<file path="config.mk">
export PLATFORM = sky130hd
export DESIGN_NAME = dmem_bridge
export DESIGN_NICKNAME = d
export VERILOG_FILES = /design/src/rtl/dmem_bridge.sv
export SDC_FILE = /design/constraint.sdc
export NUM_CORES = 1
export LEC_CHECK = 0
export ABC_AREA = 1
export CORE_MARGIN = 2
export CORE_UTILIZATION = 45
export CTS_BUF_LIST = sky130_fd_sc_hd__clkbuf_8
export CTS_CLUSTER_DIAMETER = 120
export DETAILED_ROUTE_END_ITERATION = 16
export HOLD_SLACK_MARGIN = 0.12
export PLACE_DENSITY_LB_ADDON = 0.1
export SYNTH_ARGS = -nofsm -noshare
export SYNTH_HDL_FRONTEND = slang
export SYNTH_SLANG_ARGS = --single-unit
</file>
<file path="constraint.sdc">
create_clock -name clk -period 4.4 [get_ports clk]
set_input_delay 1.32 -clock clk [delete_from_list [all_inputs] [get_ports clk]]
set_output_delay 1.32 -clock clk [all_outputs]
set_load 0.02 [all_outputs]
</file>
<file path="src/rtl/dmem_bridge.sv">
// dmem_bridge: converts the core's byte-addressed load/store requests into
// word-aligned bus transactions with lane strobes, replicated write data,
// load data realignment, a bounded wait for bus_ack, and sticky error flags.
module dmem_bridge #(
    parameter int unsigned TIMEOUT_CYCLES   = 256,
    parameter logic [31:0] ERROR_READ_VALUE = 32'h0
) (
    input  logic        clk,
    input  logic        reset_n,
    input  logic [31:0] dmem_address,
    input  logic        dmem_enable,
    input  logic [31:0] dmem_write_data,
    input  logic        dmem_write_enable,
    input  logic [2:0]  dmem_write_mode,
    input  logic        dmem_read_enable,
    input  logic [2:0]  dmem_read_mode,
    output logic [31:0] dmem_read_data,
    output logic        dmem_wait,
    output logic        bus_req,
    output logic        bus_we,
    output logic [31:0] bus_addr,
    output logic [31:0] bus_wdata,
    output logic [3:0]  bus_wstrb,
    input  logic [31:0] bus_rdata,
    input  logic        bus_ack,
    output logic        misaligned_error,
    output logic        bus_error,
    output logic [31:0] error_address
);

    typedef enum logic {IDLE, BUS} state_t;

    localparam logic [15:0] CNT_LAST = 16'(TIMEOUT_CYCLES - 1);

    state_t      state_q;
    logic [15:0] cnt_q;
    logic [31:0] addr_q;
    logic [1:0]  size_q;
    logic        we_q;
    logic [31:0] rd_data_q;
    logic        bus_req_q;
    logic        bus_we_q;
    logic [31:0] bus_addr_q;
    logic [31:0] bus_wdata_q;
    logic [3:0]  bus_wstrb_q;
    logic        mis_err_q;
    logic        bus_err_q;
    logic [31:0] err_addr_q;

    logic        accept_d;
    logic        legal_d;
    logic [1:0]  size_d;
    logic [3:0]  strb_d;
    logic [31:0] wdata_d;
    logic [31:0] rdata_d;
    logic [31:0] rshift_d;

    // Decode the incoming request: size, legality, strobes and lane-replicated data.
    always_comb begin
        logic mode_ok;
        logic align_ok;
        accept_d = dmem_enable && (dmem_read_enable || dmem_write_enable);
        // A combined read+write request is treated as a store, so the write mode rules.
        if (dmem_write_enable) begin
            size_d  = dmem_write_mode[1:0];
            mode_ok = (dmem_write_mode <= 3'd2);
        end else begin
            size_d  = dmem_read_mode[1:0];
            mode_ok = !(dmem_read_mode inside {3'd3, 3'd6, 3'd7});
        end
        case (size_d)
            2'd1:    align_ok = (dmem_address[0] == 1'b0);
            2'd2:    align_ok = (dmem_address[1:0] == 2'b00);
            default: align_ok = 1'b1;
        endcase
        legal_d = mode_ok && align_ok;
        case (size_d)
            2'd0: begin
                strb_d  = 4'b0001 << dmem_address[1:0];
                wdata_d = {4{dmem_write_data[7:0]}};
            end
            2'd1: begin
                strb_d  = dmem_address[1] ? 4'b1100 : 4'b0011;
                wdata_d = {2{dmem_write_data[15:0]}};
            end
            default: begin
                strb_d  = 4'b1111;
                wdata_d = dmem_write_data;
            end
        endcase
    end

    // Realign returned bus data to the latched byte offset; upper bits are zero.
    always_comb begin
        rshift_d = bus_rdata >> {addr_q[1:0], 3'b000};
        case (size_q)
            2'd0:    rdata_d = {24'h0, rshift_d[7:0]};
            2'd1:    rdata_d = {16'h0, rshift_d[15:0]};
            default: rdata_d = bus_rdata;
        endcase
    end

    // Control FSM with registered bus outputs, load data, timeout and error tracking.
    always_ff @(posedge clk) begin
        if (!reset_n) begin
            state_q     <= IDLE;
            cnt_q       <= '0;
            addr_q      <= '0;
            size_q      <= '0;
            we_q        <= 1'b0;
            rd_data_q   <= '0;
            bus_req_q   <= 1'b0;
            bus_we_q    <= 1'b0;
            bus_addr_q  <= '0;
            bus_wdata_q <= '0;
            bus_wstrb_q <= '0;
            mis_err_q   <= 1'b0;
            bus_err_q   <= 1'b0;
            err_addr_q  <= '0;
        end else if (state_q == IDLE) begin
            if (accept_d) begin
                if (!legal_d) begin
                    rd_data_q <= ERROR_READ_VALUE;
                    mis_err_q <= 1'b1;
                    if (!(mis_err_q || bus_err_q)) begin
                        err_addr_q <= dmem_address;
                    end
                end else begin
                    state_q     <= BUS;
                    cnt_q       <= '0;
                    addr_q      <= dmem_address;
                    size_q      <= size_d;
                    we_q        <= dmem_write_enable;
                    bus_req_q   <= 1'b1;
                    bus_we_q    <= dmem_write_enable;
                    bus_addr_q  <= {dmem_address[31:2], 2'b00};
                    bus_wdata_q <= wdata_d;
                    bus_wstrb_q <= dmem_write_enable ? strb_d : 4'b0000;
                end
            end
        end else begin
            if (bus_ack) begin
                state_q   <= IDLE;
                bus_req_q <= 1'b0;
                if (!we_q) begin
                    rd_data_q <= rdata_d;
                end
            end else if (cnt_q == CNT_LAST) begin
                state_q   <= IDLE;
                bus_req_q <= 1'b0;
                rd_data_q <= ERROR_READ_VALUE;
                bus_err_q <= 1'b1;
                if (!(mis_err_q || bus_err_q)) begin
                    err_addr_q <= addr_q;
                end
            end else begin
                cnt_q <= cnt_q + 16'd1;
            end
        end
    end

    assign dmem_wait        = (state_q == BUS);
    assign dmem_read_data   = rd_data_q;
    assign bus_req          = bus_req_q;
    assign bus_we           = bus_we_q;
    assign bus_addr         = bus_addr_q;
    assign bus_wdata        = bus_wdata_q;
    assign bus_wstrb        = bus_wstrb_q;
    assign misaligned_error = mis_err_q;
    assign bus_error        = bus_err_q;
    assign error_address    = err_addr_q;

endmodule

</file>
==> results of run 1 <==
==> logic make-up (layout without fill, tap and decap cells) <==
family	Yosys count	after routing
flops	155	155
simple gates	560	560
compound gates	246	246
fa+ha+maj	4	4
other cells	1	2
xor+xnor	2	2
buf+inv	228	408
==> final cells by class <==
class	count	area share, %
inverter	126	4.55
clock inverter	12	1.29
timing repair buffer	250	24.0
tap	225	2.69
clock buffer	20	2.63
multi-input combinational	814	35.2
sequential	155	29.7
==> registers in the layout, indices dropped and copies added, names as in the netlist <==
signal / count
dmem_read_data: 32
bus_we: 1
error_address: 32
misaligned_error: 1
addr_q: 32
bus_wdata: 32
bus_wstrb: 4
dmem_wait: 1
cnt_q: 16
size_q: 2
bus_error: 1
bus_req: 1
==> worst max path at each step <==
stage / cells past startpoint / startpoint / endpoint
after floorplan: 14 / dmem_write_enable / error_address[27]
after global placement: 13 / dmem_write_enable / error_address[29]
after detailed placement: 13 / dmem_write_enable / error_address[26]
after CTS: 13 / dmem_write_enable / error_address[26]
after global routing: 15 / dmem_write_enable / error_address[29]
final: 13 / dmem_write_enable / error_address[26]
==> cell usage in the layout, fill, tap and decap left out, types with 3 or more instances in the layout <==
cell type,netlist,final
clkbuf_8,0,20
o21ai_1,14,14
nand3b_1,4,4
buf_4,38,7
o21ai_0,100,100
nand2_1,298,298
nand3_1,74,74
inv_6,0,4
clkdlybuf4s50_1,0,241
inv_2,5,6
ha_1,4,4
nor2_4,3,3
clkinvlp_4,0,3
o22ai_1,8,8
a21oi_1,112,112
nand2_4,3,3
nor2_1,166,166
o2111ai_1,7,7
inv_1,118,118
dfxtp_1,155,155
nand4_1,5,5
==> routing by layer <==
layer / vias to the layer above / track usage (%)
met1: 3405 / 30.2
met4: 0 / 7.12
met5: - / 0
li1: 4087 / -
met2: 235 / 37.1
met3: 23 / 5.89
==> through the flow <==
step	setup WS (ns)	cells	power (uW)	utilization, %	area [sq um]
after floorplan	1.69	1197	2260	-	7870
after global placement	0.614	1570	2640	58.5	10000
after detailed placement	0.507	1570	2650	58.5	10000
after CTS	1.00	1602	3760	60.9	10500
after global routing	0.737	1602	3930	60.9	10500
final	0.989	1602	3740	60.9	10500
==> critical path, delay by kind of cell <==
kind,cells,cell delay [ns]
adders and majority gates,1,0.22
buffers and inverters,3,0.96
and+or+nand+nor,9,1.25
==> power breakdown <==
part	total [uW]	switching, uW	internal [uW]
registers	1600	77.0	1530
logic	1010	572	441
clock network	1120	570	554
total	3740	1220	2520
==> results.cfg, run 1 <==
[synthesis]
synth_most_common_cell = nand2_1
synth.avg_cell_area_sq_um = 6.58
synth_cell_types = 34
ys_warn_count = 0
synth_compound_area_share_pct = 16.4
async_flop_share_pct = 0
synthAdderAreaFrac_pct = 0.636
synth-simple-area-share_pct = 29.4
synthTopCellsByArea = dfxtp_1 (39%), nand2_1 (14%), nor2_1 (7.9%)
synthMuxAreaShare_pct = 0
synth_xor_area_share_pct = 0.223
synthTopCellsByCount = nand2_1 (298), nor2_1 (166), dfxtp_1 (155)
synth-seq-cells = 155
synth_cells = 1196
synth_top_flop_cell = dfxtp_1
yosysSeqAreaShare_pct = 39.4
synth_top_area_cell = dfxtp_1
synth_top_family_by_area = simple AND/OR/NAND/NOR gates
synthDominantCellAreaShare_pct = 39.4
synth_edf_count = 0
syn_area_sq_um = 7870

[detailed_routing]
wl_met3_um = 1610
met1_length_um = 9790
final_antenna_net_count = 0
top_layer_used = met4
vias = 7750
drc = 0
dr.pass1.iters = 5
via_per_inst = 4.84
dr_wl_met2_um = 9890
route.final.wire_length_um = 21600
drt-initial-drc-count = 515
drt-wirelength-per-cell_um = 13.5

[clock_tree]
cts.repair.resized = 0
cts.path.max_buffers = 2
insertion_delay_ns = 0.46
clock_sink_count = 155
clkTransAtPathRegs_ns = 0.09
h-tree-depth = 4
cts_setup_buffers = 0
cts_tree = built
root_buffer = clkbuf_8
numCtsBuffers = 17
ctsHoldBuffers = 0

[min_path]
min_path_type = reg2reg
hold_depth = 2
hp-start = size_q[0]
hold_end = size_q[0]

[critical_path]
cp.required_ns = 4.76
crit_type = in2reg
r2r_end = cnt_q[6]
cpMostUsedCell = nand2_1
reg2regPathDepth = 7
start_kind = input port
crit_path_cell_trace = clkdlybuf4s50_1 -> nand2_1 -> nand2_1 -> inv_1 -> ha_1 -> nand2_1 -> nand3_1 -> nand3_2 -> nand2_4 -> inv_4 -> nand2_8 -> nor2_1 -> nor2_1
worstReg2RegStart = dmem_wait
crit_arrival_ns = 3.77
endpoint_kind = register
r2r_slack_ns = 1.78
slowest_delay_ns = 0.61
path_max_fanout = 64
cpMaxStageDelayCell = clkdlybuf4s50_1

[grt]
antenna_found_initial = 0
grt_max_degree = 92
grt_pass1_vias = 6874
grt_pass1_wl_um = 34200
grt_use_total_pct = 23.0
grt.overflow.total = 0

[final_layout]
fillers = 1693
syn_to_final_growth_pct = 32.9
drive_gt1_share_pct = 4.43
multi_input_area_sq_um = 3680
final_nets = 1476
final-seq-area_sq_um = 3100
diodes = 0

[floorplanning]
io_pins = 245
die_area_sq_um = 18600
core_sq_um = 17200
start_util_pct = 45.8
die_x_um = 136
die_h_um = 136
rows = 48

[run]
drv_cap = 0

[sta]
fin_hold_ws_ns = 0.457
tns_ns = 0
maxSlewViolCount = 0
setup_viol = 0
finalCritPeriodShare_pct = 77.5
tightestPinTransition_ns = 0.987
fmax_mhz = 293
period_minus_slack_ns = 3.41
rsz0062_at_grt = false
worst_clock_skew_ns = 0.0162
finalHoldViolCount = 0
relSlewSlack_pct = 34.1

[power_and_ir_drop]
ir_drop_uv = 205
power.density_nw_per_um2 = 358
p_leak_uw = 0.00442

[place]
numPortBuffers = 242
gp_congestion = 0.855
place_hpwl_um = 15300

[status]
status = complete, no violations
Power figures use the tool's default switching activity.
==> inputs of run 2 (changes only) <==
==> constraint.sdc (replaced) <==
create_clock -name clk -period 3.57 [get_ports clk]
set_input_delay 1.071 -clock clk [delete_from_list [all_inputs] [get_ports clk]]
set_output_delay 1.071 -clock clk [all_outputs]
set_load 0.02 [all_outputs]
==> run 2 against run 1 <==
  * Final cell count grew 0.25%
  * Wire length grew 0.13%
  * First-iteration DRC count grew 5.2%
  * Utilization grew 0.45 points
  * Sequential power grew 23%
  * Critical path depth is the same
  * Register-to-register slack lost 0.38 ns
  * Die area is the same
  * Clock-buffer cell count shrank 2
==> results.cfg, run 2 (synthesized netlist as in run 1, its figures left out) <==
[grt]
grt_pass1_vias = 6989
grt_use_total_pct = 23.3
grt_max_degree = 72
antenna_found_initial = 0
grt_pass1_wl_um = 34700
grt.overflow.total = 0

[final_layout]
final_nets = 1480
diodes = 0
final_area_sq_um = 10500
layout_common_cells = nand2_1 (298), clkdlybuf4s50_1 (241), nor2_1 (166), dfxtp_1 (155), inv_1 (117)
syn_to_final_growth_pct = 33.9
final_cells = 1606
mostFrequentLayoutCell = nand2_1
fillers = 1666
drive_gt1_share_pct = 4.78

[critical_path]
crit_arrival_ns = 3.28
r2r_slack_ns = 1.40
cp.required_ns = 3.92
start_kind = input port
reg2regPathDepth = 10
endpoint_kind = register
r2r_end = dmem_read_data[14]
path_max_fanout = 64
worstReg2RegStart = addr_q[1]
crit_type = in2reg

[min_path]
min_path_type = reg2reg
hp-start = size_q[0]
hold_depth = 2
hold_end = size_q[0]

[place]
gp_congestion = 0.862
place_hpwl_um = 15200
place_ws_ns = 0.160
dp_cells = 1574
numPortBuffers = 242
dpl_cell_area_sq_um = 10100

[detailed_routing]
final_antenna_net_count = 0
dr.pass1.iters = 5
drt-initial-drc-count = 542
drt-wirelength-per-cell_um = 13.5
vias = 7786
via_per_inst = 4.85
drc = 0
route.final.wire_length_um = 21600

[floorplanning]
rows = 48
die_area_sq_um = 18600
io_pins = 245
start_util_pct = 45.8
die_x_um = 136
die_h_um = 136
core_sq_um = 17200

[clock_tree]
h-tree-depth = 4
cts.repair.resized = 0
cts_tree = built
cts_setup_buffers = 0
numCtsBuffers = 17
cts.path.max_buffers = 2
root_buffer = clkbuf_8
ctsHoldBuffers = 0
insertion_delay_ns = 0.45
clkTransAtPathRegs_ns = 0.09
clock_sink_count = 155

[sta]
fmax_mhz = 341
worst_clock_skew_ns = 0.0149
finalHoldViolCount = 0
finalCritPeriodShare_pct = 82.1
maxSlewViolCount = 0
setup_viol = 0
tightestPinTransition_ns = 0.726
worst_slack_ns = 0.640
rsz0062_at_grt = false
tns_ns = 0
period_minus_slack_ns = 2.93
relSlewSlack_pct = 51.5

[power_and_ir_drop]
p_sw_uw = 1520
power_frac_comb_pct = 27.0
swShare_pct = 32.5
p_clk_share_pct = 30.9
p_leak_uw = 0.00445
p_int_uw = 3160
seqPwrFrac_pct = 42.1
power.density_nw_per_um2 = 444
ir_drop_uv = 282

[status]
status = complete, no violations

[run]
drv_cap = 0
-- run 2: critical path, stage by stage --
cell,delay [ns]
clkdlybuf4s50_1,0.55
nand2_1,0.07
nand2_1,0.11
inv_1,0.07
ha_1,0.21
nand2_1,0.08
nand3_1,0.17
nand3_2,0.15
nand2_4,0.07
inv_4,0.18
nand2_8,0.26
nor2_1,0.20
nor2_1,0.06
-- run 2: area by class of cell --
type,count,area [sq um],area share (%)
multi-input cells,814,3680,34.9
clock inverters,14,185,1.76
inverters,126,475,4.51
repair buffers,254,2560,24.3
clock buffers,18,248,2.35
flip-flops and latches,155,3100,29.5
well taps,225,282,2.67
-- run 2: power groups by stage --
stage                     Clock (uW)  Combinational, uW  Sequential, uW
final                           1440               1270            1970
after global placement             0               1260            2010
after CTS                       1480               1270            1970
after floorplan                    0                641            2140
after detailed placement           0               1270            2010
after global routing            1560               1400            1990
-- run 2: layer usage --
layer / global-route usage, % / vias to the layer above / wire length, um
met5: 0 / - / 0
met4: 6.37 / 0 / 288
met3: 6.34 / 18 / 1520
met2: 37.4 / 234 / 9820
met1: 30.8 / 3428 / 10000
li1: - / 4106 / -
-- run 2: stage by stage --
step / hold slack (ns) / utilization [%] / total power [uW]
after CTS: 0.464 / 61.3 / 4730
after global routing: 0.486 / 61.3 / 4950
final: 0.461 / 61.3 / 4680
after floorplan: 0.430 / - / 2780
after global placement: 0.443 / 58.8 / 3270
after detailed placement: 0.453 / 58.8 / 3280
-- run 2: worst max-delay path by stage --
stage,endpoint,start
final,error_address[20],dmem_write_enable
after global routing,error_address[29],dmem_write_enable
after CTS,dmem_wait,dmem_wait
after detailed placement,error_address[20],dmem_write_enable
after global placement,cnt_q[1],dmem_write_enable
after floorplan,error_address[27],dmem_write_enable
